$ cat src/rtl/wb_arbiter_rr_pkg.sv
// rtl/wb_arbiter_rr_pkg.sv - shared types and constants for the Wishbone round-robin arbiter
// Purpose: FSM state type, priority-mode selectors, cycle/burst type encodings
//          and the pointer-width helper used by the arbiter and its picker.
// Ports:   none (package).
package wb_arb_pkg;

    typedef enum logic {
        IDLE  = 1'b0,
        OWNED = 1'b1
    } arb_state_e;

    localparam int PRIO_RR    = 0;
    localparam int PRIO_FIXED = 1;

    localparam logic [2:0] CTI_CLASSIC = 3'b000;
    localparam logic [2:0] CTI_INCR    = 3'b010;
    localparam logic [2:0] CTI_EOB     = 3'b111;

    localparam logic [1:0] BTE_LINEAR  = 2'b00;

    // A single master still needs a 1-bit pointer so every vector has a legal width.
    function automatic int ptr_width(input int n);
        return (n > 1) ? $clog2(n) : 1;
    endfunction

endpackage

$ cat src/rtl/wb_arbiter_rr_if.sv
// rtl/wb_arbiter_rr_if.sv - bus bundle between the masters, the arbiter and the slave
// Purpose: groups the per-master request/termination signals, the single
//          slave-side bus and the grant/busy status.
// Ports (signals):
//   m_cyc/m_stb/m_we [MASTERS], m_adr, m_dat_m2s, m_sel, m_cti, m_bte per master
//   m_dat_s2m broadcast read data, m_ack/m_err/m_rty [MASTERS]
//   s_cyc/s_stb/s_we, s_adr, s_dat_m2s, s_sel, s_cti, s_bte to the slave
//   s_dat_s2m, s_ack/s_err/s_rty from the slave
//   grant [MASTERS] registered one-hot owner, busy
// Modports: master (requesters), slave (downstream device), arb (the arbiter).
interface wb_arbiter_rr_if #(
    parameter int MASTERS    = 3,
    parameter int ADDR_WIDTH = 32,
    parameter int DATA_WIDTH = 32
);
    localparam int SEL_WIDTH = DATA_WIDTH / 8;

    logic [MASTERS-1:0]                 m_cyc;
    logic [MASTERS-1:0]                 m_stb;
    logic [MASTERS-1:0]                 m_we;
    logic [MASTERS-1:0][ADDR_WIDTH-1:0] m_adr;
    logic [MASTERS-1:0][DATA_WIDTH-1:0] m_dat_m2s;
    logic [MASTERS-1:0][SEL_WIDTH-1:0]  m_sel;
    logic [MASTERS-1:0][2:0]            m_cti;
    logic [MASTERS-1:0][1:0]            m_bte;
    logic [DATA_WIDTH-1:0]              m_dat_s2m;
    logic [MASTERS-1:0]                 m_ack;
    logic [MASTERS-1:0]                 m_err;
    logic [MASTERS-1:0]                 m_rty;

    logic                               s_cyc;
    logic                               s_stb;
    logic                               s_we;
    logic [ADDR_WIDTH-1:0]              s_adr;
    logic [DATA_WIDTH-1:0]              s_dat_m2s;
    logic [SEL_WIDTH-1:0]               s_sel;
    logic [2:0]                         s_cti;
    logic [1:0]                         s_bte;
    logic [DATA_WIDTH-1:0]              s_dat_s2m;
    logic                               s_ack;
    logic                               s_err;
    logic                               s_rty;

    logic [MASTERS-1:0]                 grant;
    logic                               busy;

    modport master (
        output m_cyc, m_stb, m_we, m_adr, m_dat_m2s, m_sel, m_cti, m_bte,
        input  m_dat_s2m, m_ack, m_err, m_rty, grant, busy
    );

    modport slave (
        input  s_cyc, s_stb, s_we, s_adr, s_dat_m2s, s_sel, s_cti, s_bte,
        output s_dat_s2m, s_ack, s_err, s_rty
    );

    modport arb (
        input  m_cyc, m_stb, m_we, m_adr, m_dat_m2s, m_sel, m_cti, m_bte,
        output m_dat_s2m, m_ack, m_err, m_rty,
        output s_cyc, s_stb, s_we, s_adr, s_dat_m2s, s_sel, s_cti, s_bte,
        input  s_dat_s2m, s_ack, s_err, s_rty,
        output grant, busy
    );

endinterface

$ cat src/rtl/wb_arbiter_rr_pick.sv
// rtl/wb_arbiter_rr_pick.sv - combinational rotate-priority encoder (module wb_arb_pick)
// Purpose: returns the first requester at or above the start index, wrapping
//          from MASTERS-1 to 0. Start is ptr_i in round-robin, 0 in fixed mode.
// Ports:
//   req_i    [MASTERS] request vector
//   ptr_i    [PTR_W]   round-robin start index
//   mode_i   1         0 = round-robin, 1 = fixed (lowest index wins)
//   winner_o [MASTERS] one-hot winner (zero when no request)
//   valid_o  1         at least one request present
module wb_arb_pick #(
    parameter int MASTERS = 3,
    parameter int PTR_W   = 2
) (
    input  logic [MASTERS-1:0] req_i,
    input  logic [PTR_W-1:0]   ptr_i,
    input  logic               mode_i,
    output logic [MASTERS-1:0] winner_o,
    output logic               valid_o
);

    int start_idx;
    int idx;

    always_comb begin
        winner_o  = '0;
        valid_o   = 1'b0;
        start_idx = mode_i ? 0 : int'(ptr_i);
        idx       = 0;
        // A pointer beyond the last master cannot come from the arbiter, but
        // clamp it so the search always covers every index exactly once.
        if (start_idx >= MASTERS) begin
            start_idx = 0;
        end
        for (int i = 0; i < MASTERS; i++) begin
            idx = start_idx + i;
            if (idx >= MASTERS) begin
                idx = idx - MASTERS;
            end
            if (!valid_o && req_i[idx]) begin
                winner_o[idx] = 1'b1;
                valid_o       = 1'b1;
            end
        end
    end

endmodule

$ cat src/rtl/wb_arbiter_rr.sv
// rtl/wb_arbiter_rr.sv - Wishbone B3 multi-master arbiter, round-robin or fixed priority
// Purpose: funnels MASTERS requesters onto one slave bus. Ownership is granted
//          from IDLE, held for as long as the owner keeps m_cyc high (burst
//          lock), and released through exactly one IDLE cycle.
// Optional: WB_ARB_TIMEOUT_EN adds a bus watchdog that terminates an owner
//           with a one-cycle m_err after TIMEOUT_CYCLES stalled strobes.
// Ports:
//   clk  bus clock
//   rst  synchronous active-high reset
//   bus  wb_arbiter_rr_if.arb: master-side requests/terminations, slave-side
//        bus, registered one-hot grant and busy
module wb_arbiter_rr
    import wb_arb_pkg::*;
#(
    parameter int MASTERS        = 3,
    parameter int ADDR_WIDTH     = 32,
    parameter int DATA_WIDTH     = 32,
    parameter int PRIORITY_MODE  = PRIO_RR,
    parameter int TIMEOUT_CYCLES = 255
) (
    input  logic           clk,
    input  logic           rst,
    wb_arbiter_rr_if.arb   bus
);

    localparam int SEL_WIDTH = DATA_WIDTH / 8;
    localparam int PTR_W     = ptr_width(MASTERS);

    arb_state_e            state_q, state_d;
    logic [MASTERS-1:0]    grant_q, grant_d;
    logic [PTR_W-1:0]      ptr_q, ptr_d;

    logic [MASTERS-1:0]    win_oh;
    logic                  win_valid;
    logic [PTR_W-1:0]      win_idx;

    logic                  owner_cyc;
    logic                  owner_stb;
    logic                  owner_we;
    logic [ADDR_WIDTH-1:0] owner_adr;
    logic [DATA_WIDTH-1:0] owner_dat;
    logic [SEL_WIDTH-1:0]  owner_sel;
    logic [2:0]            owner_cti;
    logic [1:0]            owner_bte;

    logic                  fire;

    wb_arb_pick #(
        .MASTERS (MASTERS),
        .PTR_W   (PTR_W)
    ) u_pick (
        .req_i    (bus.m_cyc),
        .ptr_i    (ptr_q),
        .mode_i   (PRIORITY_MODE == PRIO_FIXED),
        .winner_o (win_oh),
        .valid_o  (win_valid)
    );

    always_comb begin
        win_idx = '0;
        for (int i = 0; i < MASTERS; i++) begin
            if (win_oh[i]) begin
                win_idx = PTR_W'(i);
            end
        end
    end

    // AND-OR mux keyed by the registered grant; grant is zero in IDLE, so the
    // slave side is quiet there without a separate state check.
    always_comb begin
        owner_adr = '0;
        owner_dat = '0;
        owner_sel = '0;
        owner_cti = '0;
        owner_bte = '0;
        for (int i = 0; i < MASTERS; i++) begin
            if (grant_q[i]) begin
                owner_adr = owner_adr | bus.m_adr[i];
                owner_dat = owner_dat | bus.m_dat_m2s[i];
                owner_sel = owner_sel | bus.m_sel[i];
                owner_cti = owner_cti | bus.m_cti[i];
                owner_bte = owner_bte | bus.m_bte[i];
            end
        end
    end

    assign owner_cyc = |(bus.m_cyc & grant_q);
    assign owner_stb = |(bus.m_stb & grant_q);
    assign owner_we  = |(bus.m_we  & grant_q);

`ifdef WB_ARB_TIMEOUT_EN
    localparam int CNT_W = $clog2(TIMEOUT_CYCLES + 1);

    logic [CNT_W-1:0] wd_cnt_q, wd_cnt_d;
    logic             stalled;

    // Counts strobed cycles without any termination; the cycle that would
    // make the count reach TIMEOUT_CYCLES is the one that fires.
    assign stalled = (state_q == OWNED) && owner_cyc && owner_stb
                     && !(bus.s_ack || bus.s_err || bus.s_rty);
    assign fire    = stalled && (wd_cnt_q == CNT_W'(TIMEOUT_CYCLES - 1));

    always_comb begin
        wd_cnt_d = '0;
        if (stalled && !fire) begin
            wd_cnt_d = wd_cnt_q + CNT_W'(1);
        end
    end

    always_ff @(posedge clk) begin
        if (rst) begin
            wd_cnt_q <= '0;
        end else begin
            wd_cnt_q <= wd_cnt_d;
        end
    end
`else
    logic unused_timeout;

    assign fire           = 1'b0;
    assign unused_timeout = (TIMEOUT_CYCLES == 0);
`endif

    always_comb begin
        state_d = state_q;
        grant_d = grant_q;
        ptr_d   = ptr_q;
        case (state_q)
            IDLE: begin
                if (win_valid) begin
                    state_d = OWNED;
                    grant_d = win_oh;
                    if (PRIORITY_MODE != PRIO_FIXED) begin
                        if (int'(win_idx) == MASTERS - 1) begin
                            ptr_d = '0;
                        end else begin
                            ptr_d = win_idx + PTR_W'(1);
                        end
                    end
                end
            end
            OWNED: begin
                // Burst lock: only the owner dropping cyc (or the watchdog)
                // ends ownership; other requests wait for the IDLE cycle.
                if (!owner_cyc || fire) begin
                    state_d = IDLE;
                    grant_d = '0;
                end
            end
            default: begin
                state_d = IDLE;
                grant_d = '0;
            end
        endcase
    end

    always_ff @(posedge clk) begin
        if (rst) begin
            state_q <= IDLE;
            grant_q <= '0;
            ptr_q   <= '0;
        end else begin
            state_q <= state_d;
            grant_q <= grant_d;
            ptr_q   <= ptr_d;
        end
    end

    assign bus.s_cyc     = owner_cyc & ~fire;
    assign bus.s_stb     = owner_stb & ~fire;
    assign bus.s_we      = owner_we;
    assign bus.s_adr     = owner_adr;
    assign bus.s_dat_m2s = owner_dat;
    assign bus.s_sel     = owner_sel;
    assign bus.s_cti     = owner_cti;
    assign bus.s_bte     = owner_bte;

    assign bus.m_dat_s2m = bus.s_dat_s2m;
    assign bus.m_ack     = grant_q & {MASTERS{bus.s_ack}};
    assign bus.m_err     = grant_q & {MASTERS{bus.s_err | fire}};
    assign bus.m_rty     = grant_q & {MASTERS{bus.s_rty}};

    assign bus.grant     = grant_q;
    assign bus.busy      = |grant_q;

endmodule

$ cat src/flat_wrapper.sv
// flat-port wrapper written by rule: the top's interface ports become plain ports
module wb_arbiter_rr_flat import wb_arb_pkg::*;
#(
    parameter int MASTERS        = 3,
    parameter int ADDR_WIDTH     = 32,
    parameter int DATA_WIDTH     = 32,
    parameter int PRIORITY_MODE  = PRIO_RR,
    parameter int TIMEOUT_CYCLES = 255
)
  (clk, rst, bus_m_cyc, bus_m_stb, bus_m_we, bus_m_adr, bus_m_dat_m2s, bus_m_sel, bus_m_cti, bus_m_bte, bus_m_dat_s2m, bus_m_ack, bus_m_err, bus_m_rty, bus_s_cyc, bus_s_stb, bus_s_we, bus_s_adr, bus_s_dat_m2s, bus_s_sel, bus_s_cti, bus_s_bte, bus_s_dat_s2m, bus_s_ack, bus_s_err, bus_s_rty, bus_grant, bus_busy);
  wb_arbiter_rr_if #(.MASTERS(MASTERS), .ADDR_WIDTH(ADDR_WIDTH), .DATA_WIDTH(DATA_WIDTH)) bus_i ();
  input  logic clk;
  input  logic rst;
  input wire logic [$bits(bus_i.m_cyc)-1:0] bus_m_cyc;
  input wire logic [$bits(bus_i.m_stb)-1:0] bus_m_stb;
  input wire logic [$bits(bus_i.m_we)-1:0] bus_m_we;
  input wire logic [$bits(bus_i.m_adr)-1:0] bus_m_adr;
  input wire logic [$bits(bus_i.m_dat_m2s)-1:0] bus_m_dat_m2s;
  input wire logic [$bits(bus_i.m_sel)-1:0] bus_m_sel;
  input wire logic [$bits(bus_i.m_cti)-1:0] bus_m_cti;
  input wire logic [$bits(bus_i.m_bte)-1:0] bus_m_bte;
  output wire logic [$bits(bus_i.m_dat_s2m)-1:0] bus_m_dat_s2m;
  output wire logic [$bits(bus_i.m_ack)-1:0] bus_m_ack;
  output wire logic [$bits(bus_i.m_err)-1:0] bus_m_err;
  output wire logic [$bits(bus_i.m_rty)-1:0] bus_m_rty;
  output wire logic [$bits(bus_i.s_cyc)-1:0] bus_s_cyc;
  output wire logic [$bits(bus_i.s_stb)-1:0] bus_s_stb;
  output wire logic [$bits(bus_i.s_we)-1:0] bus_s_we;
  output wire logic [$bits(bus_i.s_adr)-1:0] bus_s_adr;
  output wire logic [$bits(bus_i.s_dat_m2s)-1:0] bus_s_dat_m2s;
  output wire logic [$bits(bus_i.s_sel)-1:0] bus_s_sel;
  output wire logic [$bits(bus_i.s_cti)-1:0] bus_s_cti;
  output wire logic [$bits(bus_i.s_bte)-1:0] bus_s_bte;
  input wire logic [$bits(bus_i.s_dat_s2m)-1:0] bus_s_dat_s2m;
  input wire logic [$bits(bus_i.s_ack)-1:0] bus_s_ack;
  input wire logic [$bits(bus_i.s_err)-1:0] bus_s_err;
  input wire logic [$bits(bus_i.s_rty)-1:0] bus_s_rty;
  output wire logic [$bits(bus_i.grant)-1:0] bus_grant;
  output wire logic [$bits(bus_i.busy)-1:0] bus_busy;
  assign bus_i.m_cyc = bus_m_cyc;
  assign bus_i.m_stb = bus_m_stb;
  assign bus_i.m_we = bus_m_we;
  assign bus_i.m_adr = bus_m_adr;
  assign bus_i.m_dat_m2s = bus_m_dat_m2s;
  assign bus_i.m_sel = bus_m_sel;
  assign bus_i.m_cti = bus_m_cti;
  assign bus_i.m_bte = bus_m_bte;
  assign bus_m_dat_s2m = bus_i.m_dat_s2m;
  assign bus_m_ack = bus_i.m_ack;
  assign bus_m_err = bus_i.m_err;
  assign bus_m_rty = bus_i.m_rty;
  assign bus_s_cyc = bus_i.s_cyc;
  assign bus_s_stb = bus_i.s_stb;
  assign bus_s_we = bus_i.s_we;
  assign bus_s_adr = bus_i.s_adr;
  assign bus_s_dat_m2s = bus_i.s_dat_m2s;
  assign bus_s_sel = bus_i.s_sel;
  assign bus_s_cti = bus_i.s_cti;
  assign bus_s_bte = bus_i.s_bte;
  assign bus_i.s_dat_s2m = bus_s_dat_s2m;
  assign bus_i.s_ack = bus_s_ack;
  assign bus_i.s_err = bus_s_err;
  assign bus_i.s_rty = bus_s_rty;
  assign bus_grant = bus_i.grant;
  assign bus_busy = bus_i.busy;
  wb_arbiter_rr #(.MASTERS(MASTERS), .ADDR_WIDTH(ADDR_WIDTH), .DATA_WIDTH(DATA_WIDTH), .PRIORITY_MODE(PRIORITY_MODE), .TIMEOUT_CYCLES(TIMEOUT_CYCLES)) u_core (.clk(clk), .rst(rst), .bus(bus_i));
endmodule
$ cat config.mk
export PLATFORM = sky130hd
export DESIGN_NAME = wb_arbiter_rr_flat
export DESIGN_NICKNAME = d
export VERILOG_FILES = /design/src/rtl/wb_arbiter_rr_pkg.sv /design/src/rtl/wb_arbiter_rr_if.sv /design/src/rtl/wb_arbiter_rr_pick.sv /design/src/rtl/wb_arbiter_rr.sv /design/src/flat_wrapper.sv
export SDC_FILE = /design/constraint.sdc
export NUM_CORES = 1
export LEC_CHECK = 0
export ABC_CLOCK_PERIOD_IN_PS = 2200
export CAP_MARGIN = 10
export CORE_AREA = 5 5 147 149
export DETAILED_ROUTE_END_ITERATION = 10
export DIE_AREA = 0 0 152 154
export GPL_TIMING_DRIVEN = 0
export PLACE_DENSITY_LB_ADDON = 0.08
export RECOVER_POWER = 50
export SLEW_MARGIN = 25
export SYNTH_ARGS = -nofsm -noshare
export SYNTH_HDL_FRONTEND = slang
export SYNTH_HIERARCHICAL = 1
export SYNTH_SLANG_ARGS = --single-unit
export TNS_END_PERCENT = 1
$ cat constraint.sdc
create_clock -name clk -period 2.2 [get_ports clk]
set_clock_uncertainty 0.15 [all_clocks]
set_input_delay 0.44 -clock clk [delete_from_list [all_inputs] [get_ports clk]]
set_output_delay 0.44 -clock clk [all_outputs]
set_load 0.02 [all_outputs]
# After elaboration in Yosys (flattened, before gate mapping)
# Index checks and enable logic that the tools add are counted.
op_classes:
  add_sub_neg: 6
  n_lt_le_gt_ge: 10
  eq_ne: 3
  muxes: 49
  n_bitwise: 19
  reduce_logical: 13
ops:
  columns: ["op", "count"]
  rows:
  - ["32-bit 2-to-1 mux", 9]
  - ["32-bit OR", 4]
  - ["32-bit by 1-bit greater-or-equal comparator with 1-bit output (second input constant)", 3]
  - ["32-bit by 4-bit < comparator with 1-bit output (second input constant)", 3]
  - ["32-bit by 3-bit greater-or-equal comparator with 1-bit output (second input constant)", 1]
  - ["32-bit by 3-bit subtractor with 32-bit output (second input constant)", 1]
  - ["3-bit 2-to-1 mux", 8]
  - ["3-bit AND", 6]
  - ["1-bit 2-to-1 mux", 15]
  - ["2-bit 2-to-1 mux", 6]
  - ["4-bit 2-to-1 mux", 3]
  - ["3-bit OR", 4]
  - ["3-bit OR reduction", 4]
  - ["4-bit OR", 2]
  - ["3-bit by 2-bit subtractor with 4-bit output (second input constant)", 2]
  - ["1-bit binary-select mux with 2-bit select", 3]
  - ["1-bit demux with 2-bit select", 3]
  - ["3-bit by 2-bit greater-or-equal comparator with 1-bit output (second input constant)", 2]
  - ["3-bit case mux with 2 select lines", 1]
  - ["1-bit logical AND", 5]
  - ["2-bit != test (second input constant)", 2]
  - ["2-bit OR", 2]
  - ["2-bit AND reduction", 2]
  - ["2-bit by 1-bit adder with 3-bit output (second input constant)", 1]
  - ["7 further kinds", 8]
word_totals:
  reg_bits: 6
  input_bits: 265
  out_inout_bits: 121
  wordCells: 103

# Logic depth before layout (Yosys ltp)
# Gate-level depths: netlist (run 1).
logic_depth:
  depth_word: 18
  depth_mapped: 11
  depth_no_buf: 10

# Hierarchy
# The synthesis (run 1) kept the hierarchy.
modules_own_cells:
  columns: ["module", "instances", "cells_per_inst", "area_each_um2", "seq_area_each_um2"]
  rows:
  - ["wb_arbiter_rr", 1, 246, 1700.4, 120.1]
  - ["wb_arb_pick", 1, 39, 269.0, 0.0]

# Least setup slack after synthesis (run 1)
# Ideal clock, no wire load.
synth_path:
  path_kind: "flip-flop to flip-flop"
  from: "reg u_core.ptr_q[0]"
  to: "reg u_core.ptr_q[0]"
  setup_ns: 0.114
  arrival_time_ns: 1.880
  t_required_ns: 1.936
  setup_slack_ns: 0.055
  path_stages_with_launch: 10
  n_path_buf: 0
  period_less_slack_ns: 2.145
  cell_sequence: "dfxtp_1 > nand2b_1 > inv_1 > ha_1 > or2b_2 > nor3b_1 > o21ai_0 > nor2b_1 > mux2i_1 > nor2_1"
synth_via:
  word_cells_on_any_way: 55
  cone_classes: "add/sub (6); order compare (10); eq/ne (1); mux (28); bitwise (2); reduce/logical (8)"
synth_lines:
  columns: ["item", "line_no", "rtl"]
  rows:
  - ["start: declaration", "wb_arbiter_rr.sv:31", "logic [PTR_W-1:0] ptr_q, ptr_d;"]
  - ["start signal: assignment", "wb_arbiter_rr.sv:165", "ptr_q <= ptr_d;"]
  - ["2-bit greater-or-equal comparator", "wb_arbiter_rr_pick.sv:31", "if (start_idx >= MASTERS) begin"]
  - ["2-bit 2-to-1 mux *", "wb_arbiter_rr_pick.sv:31", null]
  - ["32-bit by 3-bit subtractor with 32-bit output or 32-bit by 3-bit greater-or-equal comparator with 1-bit output (tied branches)", "wb_arbiter_rr_pick.sv:37, wb_arbiter_rr_pick.sv:36", null]
  - ["32-bit 2-to-1 mux", "wb_arbiter_rr_pick.sv:36", "if (idx >= MASTERS) begin"]
  - ["1-bit binary-select mux with 2-bit select", "wb_arbiter_rr_pick.sv:39", "if (!valid_o && req_i[idx]) begin"]
  - ["1-bit 2-to-1 mux (not written as such) (2 in a row)", "wb_arbiter_rr_pick.sv:39", null]
  - ["1-bit 2-to-1 mux", "wb_arbiter_rr_pick.sv:39", null]
  - ["1-bit logical NOT", "wb_arbiter_rr_pick.sv:39", null]
  - ["1-bit logical AND", "wb_arbiter_rr_pick.sv:39", null]
  - ["1-bit 2-to-1 mux", "wb_arbiter_rr_pick.sv:39", null]
  - ["1-bit logical NOT", "wb_arbiter_rr_pick.sv:39", null]
  - ["1-bit logical AND", "wb_arbiter_rr_pick.sv:39", null]
  - ["1-bit 2-to-1 mux *", "wb_arbiter_rr_pick.sv:39", null]
  - ["net u_core.win_valid", "wb_arbiter_rr.sv:34", "logic win_valid;"]
  - ["2-bit AND reduction (no line) *", null, null]
# Mark *: on every way through the listed nets, which the timed path passes. The rest lies on a longest branch. The select of a mux whose other input is x is not followed.
# A chain may end at the register's enable or synchronous reset.

# Final worst setup path (run 1)
layout_path:
  from: "reg u_core.grant_q[0], in the netlist u_core/bus.grant[0]"
  to: "out bus_s_dat_m2s[16]"
layout_via:
  elab_chain_len: 5
layout_rtl:
  columns: ["item", "line_no", "rtl"]
  rows:
  - ["start: declaration", "wb_arbiter_rr.sv:30", "logic [MASTERS-1:0] grant_q, grant_d;"]
  - ["start signal: assignment", "wb_arbiter_rr.sv:164", "grant_q <= grant_d;"]
  - ["32-bit 2-to-1 mux *", "wb_arbiter_rr.sv:77", "if (grant_q[i]) begin"]
  - ["32-bit OR", "wb_arbiter_rr.sv:79", "owner_dat = owner_dat | bus.m_dat_m2s[i];"]
  - ["32-bit 2-to-1 mux *", "wb_arbiter_rr.sv:77", null]
  - ["32-bit OR", "wb_arbiter_rr.sv:79", null]
  - ["32-bit 2-to-1 mux *", "wb_arbiter_rr.sv:77", null]
  - ["end: declaration", "flat_wrapper.sv:30", "output wire logic [$bits(bus_i.s_dat_m2s)-1:0] bus_s_dat_m2s;"]
# Every way passes the cells marked *; elsewhere a longest branch is shown, timed or not.

==> impl_metrics.yaml, run 1 <==
status:
  status: "finished with violations"
  violations: "setup timing"
synth:
  synth_cell_types: 31
  seq_area_frac_synth: 0.0610
  synth_warnings: 6
  ys_ff_latch: 6
  async_reset_ff_frac: 0
  synth_top_cells_by_count: "80 x inv_1, 76 x a222oi_1, 34 x buf_4"
  yosysMostFrequentCell: "inv_1"
  synth_area_per_cell_um2: 6.91
  yosysTopAreaCellShare: 0.386
  syn_area_mm2: 0.00197
  synth_edf_count: 0
  synthTopCellsByArea: "a222oi_1 39%, inv_1 15%, buf_4 13%"
  ys.flop_type: "dfxtp_1"
  yosysTopAreaCell: "a222oi_1"
  syn_inst: 285
pwr:
  p_sw_frac: 0.448
  power_leakage_nw: 2.92
  p_sw_mw: 1.09
  internal-power_mw: 1.34
  max-vdd-ir-drop_v: 0.000208
  combPwrFrac: 0.822
  seqPwrFrac: 0.059
  total_power_mw: 2.43
  pwr-share-clk: 0.119
  p_per_area_mw_per_mm2: 415
global_route:
  grt_max_degree: 11
  grt_pass1_wl_mm: 25.9
  grtUsageTotal: 0.141
  grt_antenna_before_repair: 2
  grt.overflow.total: 0
  grt_pass1_vias: 3909
placed_design:
  dp.cells: 909
  hpwl_mm: 15.7
  gp_congestion: 0.824
  placed_cell_area_mm2: 0.00584
  place_ws_ps: -640
  numPortBuffers: 353
setup_path:
  critPathCaptureType: "output port"
  crit_end: "bus_s_dat_m2s[16]"
  required_ps: 1610
  critPathArrivalTime_ps: 1650
  r2r-end: "u_core/ptr_q[0]"
  worstSetupPathType: "reg -> out"
  critPathLaunchType: "register"
  rr_worst_depth: 9
  r2r_setup_slack_ps: 40
  r2r-start: "u_core/ptr_q[1]"
  startpoint: "u_core/bus.grant[0]"
  path_max_fanout: 10
clock_network:
  cts_buffer_depth: 2
  htreeDepth: 1
  clk_pin_slew_ps: 30
  cts_tree: "built"
  clock_latency_ps: 220
  numCtsBuffers: 3
  cts_sinks: 6
  cts_root_buf: "clkbuf_16"
route:
  via_per_inst: 4.13
  wl_mm: 18.2
  drc_errors: 0
  wl_per_cell_um: 19.9
  dr.pass1.iters: 7
  drtIter0Drc: 308
  vias: 3783
  ant_nets: 0
timing:
  hold_viol: 0
  hold_ws_ps: 354
  worst_slack_ps: -43.4
  drv_slew: 0
  finalCritPeriodShare: 1.02
  final-setup-viol-count: 9
  max_freq_ghz: 0.446
  tns_ps: -132
  rsz0062_at_grt: "true"
  period_minus_slack_ps: 2240
finish:
  fin_area_mm2: 0.00584
  fill_cells: 2234
  syn_to_final_growth_pct: 197
  layout-drive-gt1-share: 0.237
  nets: 917
  fin_cells: 916
  num_antenna_cells: 0
  post-route-util: 0.292
floorplan:
  rows: 52
  die_h_um: 154
  die-width_um: 152
  core_mm2: 0.0200
  die_area_mm2: 0.0234
  ioPinCount: 386
  start_util: 0.0983
min_path:
  hp-start: "u_core/ptr_q[1]"
  hold_path_class: "reg -> reg"
job:
  cap_violations: 0
-- how the worst min path moves through the flow --
| stage | cells after the start | endpoint | slack [ps] |
|---|---|---|---|
| global placement | 2 | u_core/ptr_q[1] | 310 |
| detailed placement | 2 | u_core/ptr_q[1] | 340 |
| CTS | 2 | u_core/ptr_q[1] | 350 |
| finish | 2 | u_core/ptr_q[1] | 350 |
| floorplan | 2 | u_core/ptr_q[1] | 290 |
| global route | 2 | u_core/ptr_q[1] | 400 |
-- flip-flops by register name, indices dropped and copies added, names as in the netlist --
| signal | flops |
|---|---|
| u_core/bus.grant | 3 |
| u_core/ptr_q | 2 |
| u_core/state_q | 1 |
-- worst max-delay path, stage by stage (launching register included) --
cell and delay [ps]:
dfxtp_1 310, buf_6 150, clkbuf_4 200, a222oi_1 360
inv_1 70, dlygate4sd2_1 330
-- cell type report --
cell class / instances / area, um2 / area share
multi-input cells: 140 / 1280 / 0.219
well taps: 270 / 338 / 0.0578
plain buffers: 60 / 450 / 0.0771
inverters: 80 / 300 / 0.0514
repair buffers: 357 / 3280 / 0.561
clock buffers: 3 / 75.1 / 0.0128
flip-flops and latches: 6 / 123 / 0.0210
-- metal layers --
| metal | global-route usage | wire [um] | vias up |
|---|---|---|---|
| li1 | - | - | 1791 |
| met1 | 0.152 | 6520 | 1738 |
| met2 | 0.275 | 9740 | 238 |
| met3 | 0.0486 | 1770 | 12 |
| met4 | 0.0120 | 154 | 4 |
| met5 | 0 | 27 | - |
-- timing repair --
| item | 4_1_cts | 5_1_grt |
|---|---|---|
| endpoints found under the hold margin | 0 | 0 |
| hold buffers | 0 | 0 |
| pin swaps | 11 | 33 |
| gates resized for setup | 184 | 126 |
| setup buffers | 2 | 2 |
| endpoints found under the setup margin | 91 | 81 |
-- cell usage in the layout, fill, tap and decap left out, drive strengths merged --
cell type | netlist | final
nor2b | 3 | 3
clkdlybuf4s15 | 0 | 14
ha | 4 | 4
and2 | 9 | 9
inv | 80 | 80
o22ai | 1 | 1
dlygate4sd3 | 0 | 34
dfxtp | 6 | 6
buf | 37 | 53
nor3b | 1 | 1
mux2i | 4 | 4
o21ai | 3 | 3
a222oi | 76 | 76
or2b | 1 | 1
a22oi | 3 | 3
a31oi | 1 | 1
a21boi | 1 | 1
nand2b | 5 | 5
a211oi | 3 | 3
nand2 | 4 | 4
dlygate4sd2 | 0 | 20
a32oi | 1 | 1
nor3 | 1 | 1
o22a | 1 | 1
nor2 | 4 | 4
nand3b | 4 | 4
a22o | 1 | 1
or3 | 2 | 2
conb | 1 | 2
clkdlybuf4s50 | 0 | 230
clkbuf | 23 | 69
a21oi | 5 | 5
-- power by group through the flow --
stage / Combinational, mW / Clock, mW / Sequential, mW
after floorplan: 0.939 / 0 / 0.144
after global placement: 2.15 / 0 / 0.138
after detailed placement: 2.15 / 0 / 0.139
after CTS: 2.06 / 0.293 / 0.139
after global routing: 2.14 / 0.303 / 0.147
final: 1.99 / 0.289 / 0.144
-- kinds of logic after synthesis --
family | Yosys count | synth area share
other cells | 1 | 0.00190
fa+ha+maj | 4 | 0.0254
buf+inv | 140 | 0.336
flops | 6 | 0.0610
mux | 4 | 0.0203
simple gates | 34 | 0.102
compound gates | 96 | 0.454
No activity file was read; power rests on OpenSTA's default activity.
==> run 2: changes to the inputs <==
--- a/config.mk
+++ b/config.mk
@@ -5,7 +5,6 @@
 export SDC_FILE = /design/constraint.sdc
 export NUM_CORES = 1
 export LEC_CHECK = 0
-export ABC_CLOCK_PERIOD_IN_PS = 2200
 export CAP_MARGIN = 10
 export CORE_AREA = 5 5 147 149
 export DETAILED_ROUTE_END_ITERATION = 10
==> results of run 2 <==
Same layout as run 1: the final DEF is identical, and so are final timing and power.
==> run 3: changes to the inputs <==
--- a/config.mk
+++ b/config.mk
@@ -5,10 +5,11 @@
 export SDC_FILE = /design/constraint.sdc
 export NUM_CORES = 1
 export LEC_CHECK = 0
+export ABC_AREA = 1
 export CAP_MARGIN = 10
-export CORE_AREA = 5 5 147 149
+export CORE_AREA = 5 5 145 147
 export DETAILED_ROUTE_END_ITERATION = 10
-export DIE_AREA = 0 0 152 154
+export DIE_AREA = 0 0 150 152
 export GPL_TIMING_DRIVEN = 0
 export PLACE_DENSITY_LB_ADDON = 0.08
 export RECOVER_POWER = 50
==> constraint.sdc (replaced) <==
create_clock -name clk -period 2.2 [get_ports clk]
set_clock_uncertainty 0.15 [all_clocks]
set_input_delay 0.44 -clock clk [delete_from_list [all_inputs] [get_ports clk]]
set_output_delay 0.44 -clock clk [all_outputs]
set_load 0.05 [all_outputs]
==> run 3 against run 2 <==
- the flow now finishes without violations
- fmax up 2.9%
- setup slack better by 63 ps
- clock-buffer cell count unchanged
- register-to-register slack better by 70 ps
- area after synthesis up 14%
- clock power about the same
- largest power group unchanged
- critical endpoint is now bus_busy
- combinational power rose to 2.6 times the previous value
- sequential power up 20%
- routed wire length down 4.0%
- power up 130%
- first-iteration DRC count down 53%
- final cell count up 19%
==> impl_metrics.yaml, run 3 <==
placed_design:
  place_ws_ps: -488
  numPortBuffers: 353
  gp_congestion: 0.787
  dp.cells: 1086
  placed_cell_area_mm2: 0.00612
  hpwl_mm: 15.1
route:
  drc_errors: 0
  wl_met2_mm: 9.22
  route.met3.wl_mm: 1.67
  dr.pass1.iters: 4
  ant_nets: 0
  wl_met1_mm: 6.27
  drtIter0Drc: 145
  via_per_inst: 3.84
  wl_per_cell_um: 16.0
  vias: 4192
  routed.top_layer: "met5"
  wl_mm: 17.5
global_route:
  grtUsageTotal: 0.139
  grt_antenna_before_repair: 4
  grt_pass1_vias: 4231
  grt_pass1_wl_mm: 25.1
  grt.overflow.total: 0
  grt_max_degree: 11
floorplan:
  start_util: 0.114
  rows: 52
  core_mm2: 0.0198
  die-width_um: 150
  die_area_mm2: 0.0228
  ioPinCount: 386
  die_h_um: 152
timing:
  finalCritPeriodShare: 0.991
  worst_slack_ps: 19.7
  rsz0062_at_grt: "true"
  relSlewSlack: 0.642
  tns_ps: 0
  hold_viol: 0
  hold_ws_ps: 384
  max_freq_ghz: 0.459
  drv_slew: 0
  worst_pin_slew_ps: 536
  period_minus_slack_ps: 2180
  final-setup-viol-count: 0
setup_path:
  path_max_fanout: 10
  critPathArrivalTime_ps: 1590
  critPathCaptureType: "output port"
  r2r-start: "u_core/ptr_q[1]"
  critPathLaunchType: "register"
  worstSetupPathType: "reg -> out"
  rr_worst_depth: 15
  r2r-end: "u_core/ptr_q[1]"
  required_ps: 1610
  r2r_setup_slack_ps: 110
clock_network:
  cts_root_buf: "clkbuf_16"
  htreeDepth: 1
  clock_latency_ps: 230
  numCtsBuffers: 3
  cts_tree: "built"
  cts_buffer_depth: 2
  clk_pin_slew_ps: 30
  cts_sinks: 6
  postCtsHoldBufs: 0
synth:
  async_reset_ff_frac: 0
  ys.flop_type: "dfxtp_1"
  synth_nets: 732
  seq_area_frac_synth: 0.0535
  synth_edf_count: 0
  synth_cell_types: 24
  yosysTopAreaCellShare: 0.431
  synth_area_per_cell_um2: 4.85
  ys_ff_latch: 6
  syn_inst: 463
  synth_warnings: 6
  synth_top_cells_by_count: "258 x nand2_1, 88 x nand3_1, 35 x buf_4"
  synthTopCellsByArea: "nand2_1 43%, nand3_1 20%, buf_4 12%"
  syn_area_mm2: 0.00225
  yosysMostFrequentCell: "nand2_1"
  yosysTopAreaCell: "nand2_1"
pwr:
  power_leakage_nw: 2.77
  max-vdd-ir-drop_v: 0.000458
  total_power_mw: 5.63
  p_per_area_mw_per_mm2: 954
finish:
  layout_common_cells: "258 x nand2_1, 233 x clkdlybuf4s50_1, 88 x nand3_1, 62 x buf_2, 37 x buf_4"
  fin_cells: 1092
  fin_area_mm2: 0.00590
  post-route-util: 0.298
  largest_reg_flops: 3
  final_common_cell: "nand2_1"
  layout-drive-gt1-share: 0.199
  fill_cells: 2254
  syn_to_final_growth_pct: 163
  nets: 1090
status:
  status: "finished clean"
min_path:
  hold_path_class: "reg -> reg"
  hold_path_end: "u_core/state_q"
  hp-start: "u_core/state_q"
  worstHoldPathCells: 2
job:
  cap_violations: 0
run 3: changes by cell type in the layout (fill, tap and decap cells not counted), moves of 5 or more:
cell | previous run | this run
buf_2 | 10 | 62
clkbuf_2 | 51 | 14
clkdlybuf4s18_2 | 0 | 8
and2_1 | 9 | 0
nand3_1 | 0 | 88
nand2_1 | 4 | 258
nand2_2 | 0 | 5
dlygate4sd2_1 | 20 | 1
a222oi_1 | 76 | 0
inv_1 | 79 | 19
run 3: how the worst max path moves through the flow:
| stage | depth (start not counted) | from | endpoint | slack [ps] |
|---|---|---|---|---|
| final | 4 | u_core/bus.grant[1] | bus_busy | 20 |
| after global placement | 4 | bus_m_cyc[2] | bus_s_cyc | -490 |
| after CTS | 6 | u_core/bus.grant[2] | bus_m_rty[2] | -1 |
| after detailed placement | 4 | bus_m_cyc[2] | bus_s_cyc | -490 |
| after global routing | 6 | u_core/bus.grant[0] | bus_s_dat_m2s[22] | -50 |
| after floorplan | 5 | u_core/bus.grant[0] | bus_s_dat_m2s[19] | 60 |
run 3: repair_timing:
action | CTS | global route
setup endpoints to repair | 86 | 69
resized for setup | 300 | 113
pin swaps | 0 | 0
setup buffers | 0 | 0
run 3: report_power, final:
part	switching (mW)	internal, mW
sequential	0.0263	0.147
clock	0.0580	0.233
combinational	3.69	1.48
run 3: cells by family (layout without fill, tap and decap cells):
family | count (synthesis) | count (layout) | share of synthesized area
simple gates | 363 | 363 | 0.685
flops | 6 | 6 | 0.0535
other cells | 1 | 4 | 0.00167
fa+ha+maj | 4 | 4 | 0.0223
compound gates | 8 | 8 | 0.0195
buf+inv | 81 | 437 | 0.218
run 3: routing by layer:
| metal | track usage | vias to the layer above |
|---|---|---|
| met1 | 0.146 | 1823 |
| met3 | 0.0396 | 20 |
| li1 | - | 2140 |
| met5 | 0 | - |
| met4 | 0.0410 | 2 |
| met2 | 0.265 | 207 |
run 3: area by class of cell:
cell class              instances  area (um2)  area share
plain buffers                  59         425      0.0721
repair buffers                353        3220       0.545
diodes                          3        7.51     0.00127
well taps                     270         338      0.0572
clock buffers                   3        75.1      0.0127
multi-input cells             376        1640       0.278
inverters                      22        82.6      0.0140
flip-flops and latches          6         120      0.0203
run 3: critical path: stages (launching register included):
cell           delay (ps)
dfxtp_1               310
buf_6                 150
buf_6                 140
or3_1                 310
dlygate4sd2_1         440
